## src/rtl/apb_pkg.sv

```systemverilog
// Shared definitions for the 8-bit APB peripheral bus: requester FSM states,
// bus widths and the timer register map.
package apb_pkg;

  // Requester FSM states.
  typedef enum logic [1:0] {
    IDLE   = 2'd0,
    SETUP  = 2'd1,
    ACCESS = 2'd2,
    RESP   = 2'd3
  } apb_state_e;

  localparam int unsigned APB_ADDR_W = 8;
  localparam int unsigned APB_DATA_W = 8;

  // Wait-state counter width; TIMEOUT is limited to 2..255 so it never wraps.
  localparam int unsigned WAIT_W = 8;

  // Timer register map.
  localparam logic [7:0] TMR_LOAD = 8'h00;
  localparam logic [7:0] TMR_CTRL = 8'h04;
  localparam logic [7:0] TMR_STAT = 8'h08;
  localparam logic [7:0] TMR_CNT  = 8'h0C;

endpackage

```

## src/rtl/apb_cmd_master.sv

```systemverilog
// APB requester: turns single valid/ready commands into one SETUP/ACCESS
// transfer each, waits for PREADY (bounded by TIMEOUT) and returns the
// captured read data or a timeout error over a valid/ready response port.
module apb_cmd_master
  import apb_pkg::*;
#(
  parameter int unsigned ADDR_W  = APB_ADDR_W,
  parameter int unsigned DATA_W  = APB_DATA_W,
  parameter int unsigned TIMEOUT = 16
) (
  input  logic              PCLK,
  input  logic              PRESET,
  // Command port
  input  logic              cmd_valid,
  output logic              cmd_ready,
  input  logic              cmd_write,
  input  logic [ADDR_W-1:0] cmd_addr,
  input  logic [DATA_W-1:0] cmd_wdata,
  // Response port
  output logic              rsp_valid,
  input  logic              rsp_ready,
  output logic [DATA_W-1:0] rsp_rdata,
  output logic              rsp_err,
  // APB requester side
  output logic              PSEL,
  output logic              PENABLE,
  output logic              PWRITE,
  output logic [ADDR_W-1:0] PADDR,
  output logic [DATA_W-1:0] PWDATA,
  input  logic [DATA_W-1:0] PRDATA,
  input  logic              PREADY
);

  // Last ACCESS cycle index before the transfer is abandoned.
  localparam logic [WAIT_W-1:0] WaitLast = WAIT_W'(TIMEOUT - 1);

  apb_state_e        r_state,     w_state_d;
  logic              r_psel,      w_psel_d;
  logic              r_penable,   w_penable_d;
  logic              r_pwrite,    w_pwrite_d;
  logic [ADDR_W-1:0] r_paddr,     w_paddr_d;
  logic [DATA_W-1:0] r_pwdata,    w_pwdata_d;
  logic              r_rsp_valid, w_rsp_valid_d;
  logic [DATA_W-1:0] r_rsp_rdata, w_rsp_rdata_d;
  logic              r_rsp_err,   w_rsp_err_d;
  logic [WAIT_W-1:0] r_wait_cnt,  w_wait_cnt_d;

  logic              w_cmd_ready;

  // Only one transfer in flight: accept only when idle with no response pending.
  assign w_cmd_ready = (r_state == IDLE) && !r_rsp_valid;

  // Next-state and next-output logic for the transfer FSM.
  always_comb begin
    w_state_d     = r_state;
    w_psel_d      = r_psel;
    w_penable_d   = r_penable;
    w_pwrite_d    = r_pwrite;
    w_paddr_d     = r_paddr;
    w_pwdata_d    = r_pwdata;
    w_rsp_valid_d = r_rsp_valid;
    w_rsp_rdata_d = r_rsp_rdata;
    w_rsp_err_d   = r_rsp_err;
    w_wait_cnt_d  = r_wait_cnt;

    unique case (r_state)
      IDLE: begin
        if (cmd_valid && w_cmd_ready) begin
          w_pwrite_d  = cmd_write;
          w_paddr_d   = cmd_addr;
          w_pwdata_d  = cmd_wdata;
          w_psel_d    = 1'b1;
          w_penable_d = 1'b0;
          w_state_d   = SETUP;
        end
      end

      SETUP: begin
        w_penable_d  = 1'b1;
        w_wait_cnt_d = '0;
        w_state_d    = ACCESS;
      end

      ACCESS: begin
        // PREADY is only meaningful here; a registered slave may still hold
        // it high in the cycle after ACCESS ends.
        if (PREADY) begin
          w_rsp_rdata_d = r_pwrite ? '0 : PRDATA;
          w_rsp_err_d   = 1'b0;
          w_psel_d      = 1'b0;
          w_penable_d   = 1'b0;
          w_rsp_valid_d = 1'b1;
          w_state_d     = RESP;
        end else if (r_wait_cnt == WaitLast) begin
          w_rsp_rdata_d = '0;
          w_rsp_err_d   = 1'b1;
          w_psel_d      = 1'b0;
          w_penable_d   = 1'b0;
          w_rsp_valid_d = 1'b1;
          w_state_d     = RESP;
        end else begin
          w_wait_cnt_d = r_wait_cnt + 1'b1;
        end
      end

      RESP: begin
        if (rsp_ready) begin
          w_rsp_valid_d = 1'b0;
          w_state_d     = IDLE;
        end
      end

      default: begin
        w_state_d = IDLE;
      end
    endcase
  end

  // State and registered outputs; synchronous reset abandons any transfer.
  always_ff @(posedge PCLK) begin
    if (PRESET) begin
      r_state     <= IDLE;
      r_psel      <= 1'b0;
      r_penable   <= 1'b0;
      r_pwrite    <= 1'b0;
      r_paddr     <= '0;
      r_pwdata    <= '0;
      r_rsp_valid <= 1'b0;
      r_rsp_rdata <= '0;
      r_rsp_err   <= 1'b0;
      r_wait_cnt  <= '0;
    end else begin
      r_state     <= w_state_d;
      r_psel      <= w_psel_d;
      r_penable   <= w_penable_d;
      r_pwrite    <= w_pwrite_d;
      r_paddr     <= w_paddr_d;
      r_pwdata    <= w_pwdata_d;
      r_rsp_valid <= w_rsp_valid_d;
      r_rsp_rdata <= w_rsp_rdata_d;
      r_rsp_err   <= w_rsp_err_d;
      r_wait_cnt  <= w_wait_cnt_d;
    end
  end

  assign cmd_ready = w_cmd_ready;
  assign rsp_valid = r_rsp_valid;
  assign rsp_rdata = r_rsp_rdata;
  assign rsp_err   = r_rsp_err;
  assign PSEL      = r_psel;
  assign PENABLE   = r_penable;
  assign PWRITE    = r_pwrite;
  assign PADDR     = r_paddr;
  assign PWDATA    = r_pwdata;

  // PENABLE is never asserted without PSEL.
  a_enable_implies_sel : assert property (@(posedge PCLK) disable iff (PRESET)
    r_penable |-> r_psel);

endmodule

```

## config.mk

```make
export PLATFORM = sky130hd
export DESIGN_NAME = apb_cmd_master
export DESIGN_NICKNAME = d
export VERILOG_FILES = /design/src/rtl/apb_pkg.sv /design/src/rtl/apb_cmd_master.sv
export SDC_FILE = /design/constraint.sdc
export NUM_CORES = 1
export LEC_CHECK = 0
export ABC_AREA = 1
export BUFFER_PORTS_ARGS = -buffer_cell sky130_fd_sc_hd__buf_2
export CORE_MARGIN = 8
export CORE_UTILIZATION = 52
export DETAILED_ROUTE_END_ITERATION = 8
export PLACE_DENSITY_LB_ADDON = 0.08
export SYNTH_ARGS = -nofsm -noshare
export SYNTH_HDL_FRONTEND = slang
export SYNTH_SLANG_ARGS = --single-unit
```

## constraint.sdc

```tcl
create_clock -name PCLK -period 4.3 [get_ports PCLK]
set_clock_uncertainty 0.05 [all_clocks]
set_input_delay 0 -clock PCLK [delete_from_list [all_inputs] [get_ports PCLK]]
set_output_delay 0 -clock PCLK [all_outputs]
set_load 0.02 [all_outputs]
```

==> impl_metrics.env <==
export IMPL_maxCapViolations=0
export IMPL_clkLatencyLatePin_ns=0.35
export IMPL_critPathLaunchType="flop"
export IMPL_yosysTopAreaCellShare=0.4639
export IMPL_tritoncts="done"
export IMPL_placed_area_mm2=0.001992
export IMPL_share_seq_of_total_power=0.394
export IMPL_clock_path_buffers=2
export IMPL_p_leak_uw=0.001095
export IMPL_coreArea_mm2=0.003078
export IMPL_path_clk_slew_ns=0.12
export IMPL_grt_pass1_wl_um=7431
export IMPL_area_delta_synth_final_pct=39.55
export IMPL_synth_top_family_by_area="simple AND/OR/NAND/NOR gates"
export IMPL_drc=0
export IMPL_dieArea_mm2=0.005313
export IMPL_synth_compound_gate_area_share=0.1405
export IMPL_reg2reg_slack_ns=2.52
export IMPL_holdPathEnd="PSEL"
export IMPL_rsz0062_at_grt="no"
export IMPL_synth_distinct_cells=23
export IMPL_r2r_cells=6
export IMPL_yosysMostFrequentCell="nand2_1"
export IMPL_clkPwrFrac=0.222
export IMPL_ys_warn_count=0
export IMPL_power_uw=1165
export IMPL_numCtsBuffers=5
export IMPL_yosys_area_share_simple=0.2758
export IMPL_io_buffers=59
export IMPL_p_sw_frac=0.3873
export IMPL_place_ws_ns=2.601
export IMPL_io_pins=60
export IMPL_cts_root_buf="clkbuf_4"
export IMPL_hp_class="input port to flop"
export IMPL_p_sw_uw=451.4
export IMPL_min_period_ns=1.776
export IMPL_ant_nets=0
export IMPL_synth_fa_ha_area_frac=0.05204
export IMPL_insertedDiodeCount=0
export IMPL_wl_per_cell_um=12.22
export IMPL_final_nets=351
export IMPL_routabilityCongestion=0.7968
export IMPL_cp_arrival_ns=2.01
export IMPL_status="completed"
export IMPL_gr_usage_all_layers=0.1763
export IMPL_worstMarginPinSlew_ns=0.5620
export IMPL_synthCells=228
export IMPL_worstPathMaxFanout=8
export IMPL_worstHoldPathCells=4
export IMPL_initial_core_util=0.5467
export IMPL_peakVddDrop_v=0.0003270
export IMPL_ys_dominant_reg_cell="dfxtp_1"
export IMPL_syn_area_mm2=0.001683
export IMPL_die_w_um=72.89
export IMPL_ys_top_cells_by_count="77 x nand2_1, 39 x dfxtp_1, 38 x a21oi_1, 20 x nor2_1, 15 x inv_1"
export IMPL_synth_area_leaders="dfxtp_1 46%, nand2_1 17%, a21oi_1 11%"
export IMPL_grt_overflow_total=0
export IMPL_power_density_mw_per_mm2=496.3
export IMPL_cp_required_ns=4.53
export IMPL_grt_max_degree=32
export IMPL_dpl_hpwl_um=2876
export IMPL_synth_edf_count=0
export IMPL_holdBufCountCts=27
export IMPL_drtPass1Iterations=4
export IMPL_routed_via_density=4.869
export IMPL_rr_startpoint="r_state[0]"
export IMPL_synth_area_leader_cell="dfxtp_1"
export IMPL_synth_ff_latch_count=39
export IMPL_fillers=241
export IMPL_drt_iter0_markers=170
export IMPL_r2r_end="rsp_rdata[2]"
export IMPL_h_tree_depth=2
export IMPL_slew_viol_final=0
export IMPL_synth_area_mux_share=0
export IMPL_crit_path_end_kind="flop"
export IMPL_setup_ws_ns=2.524
export IMPL_clock_sinks=39
export IMPL_cts_resized=0
export IMPL_synth_fp_nets=265
export IMPL_design_area_mm2=0.002349
export IMPL_synth_seq_area_share=0.4639
export IMPL_rows=20
export IMPL_comb_power_share=0.385
export IMPL_grt_pass1_vias=1631
export IMPL_num_vias=1748
export IMPL_routed_wl_um=4386
export IMPL_drive_above_1_share=0.2381
export IMPL_cts_setup_buffers=0
export IMPL_hp_start="cmd_valid"
export IMPL_hold_viol=0
export IMPL_antenna_found_initial=0
export IMPL_max_slew_margin_rel=0.6253
export IMPL_async_flop_share=0
export IMPL_fmax_mhz=563.2
export IMPL_p_int_uw=714.0
export IMPL_synth_xor_area_share=0.005204
export IMPL_fin_crit_sh=0.4130
export IMPL_syn_avg_cell_area_um2=7.381
export IMPL_fin_setup_tns_ns=0
export IMPL_finalSetupViolations=0
export IMPL_die_h_um=72.89
export IMPL_criticalPathCategory="flop to flop"
## cell usage in the layout, fill, tap and decap left out, drive strengths merged, types with 4 or more instances in the layout
master,n
buf,59
clkbuf,6
o21ai,4
nand2,79
inv,16
nor2,22
dfxtp,39
a21oi,38
nand3,8
ha,7
dlygate4sd3,27
## worst max-delay path: stages (launching register included)
cell and delay [ns]:
dfxtp_1 0.36, inv_1 0.13, ha_1 0.33, nand2_1 0.11, nor2_1 0.41, nand2_1 0.14
a21oi_1 0.18
## worst max-delay path by stage
stage                           from  cells past startpoint           end
final                     r_state[0]                      6  rsp_rdata[2]
after global routing      r_state[0]                      6  rsp_rdata[2]
after CTS                 r_state[0]                      8          PSEL
after detailed placement  r_state[0]                      8          PSEL
after global placement    r_state[0]                      8          PSEL
after floorplan           r_state[0]                      9      PADDR[0]
## flip-flops by register name, indices dropped and copies added (netlist names)
register    flops
PADDR           8
PWDATA          8
r_state         2
PSEL            1
r_wait_cnt      8
PENABLE         1
rsp_rdata       8
rsp_valid       1
PWRITE          1
rsp_err         1
## stage by stage
stage | instances | util | hold WS, ns
after floorplan | 228 | - | 0.09298
after global placement | 324 | 0.6472 | 0.2002
after detailed placement | 324 | 0.6472 | 0.2043
after CTS | 359 | 0.7630 | 0.05687
after global routing | 359 | 0.7630 | 0.1083
final | 359 | 0.7630 | 0.07340
## routing by layer
metal  global-route usage  routed length (um)  up-vias  part of all wire
met3              0.06181                 369       10             0.084
met1               0.2125                1911      787              0.44
li1                     -                   -      895                 -
met2               0.2664                2016       56              0.46
met4              0.09556                  89        0             0.020
met5                    0                   0        -                 0
## power by group through the flow
stage	registers, uW	logic [uW]	clock network [uW]
2_1_floorplan	525	254	0
6_report	459	448	258
3_3_place_gp	465	425	0
4_1_cts	459	447	267
3_5_place_dp	467	427	0
5_1_grt	467	506	280
## area by class of cell
cell class                      instances  area, um2  share of cell area
Multi-Input combinational cell        165      797.0              0.3394
Tap cell                               44      55.05             0.02344
Inverter                               17      63.81             0.02717
Clock inverter                          2      35.03             0.01492
Clock buffer                            6      51.30             0.02184
Timing Repair Buffer                   86      565.5              0.2408
Sequential cell                        39      780.7              0.3324
## logic make-up after synthesis
family                   after synthesis
AO/OA/AOI/OAI                         44
XOR/XNOR                               1
adder cells (fa/ha/maj)                7
buffers and inverters                 24
flip-flops                            39
AND/OR/NAND/NOR                      113
Power figures use the tool's default switching activity.
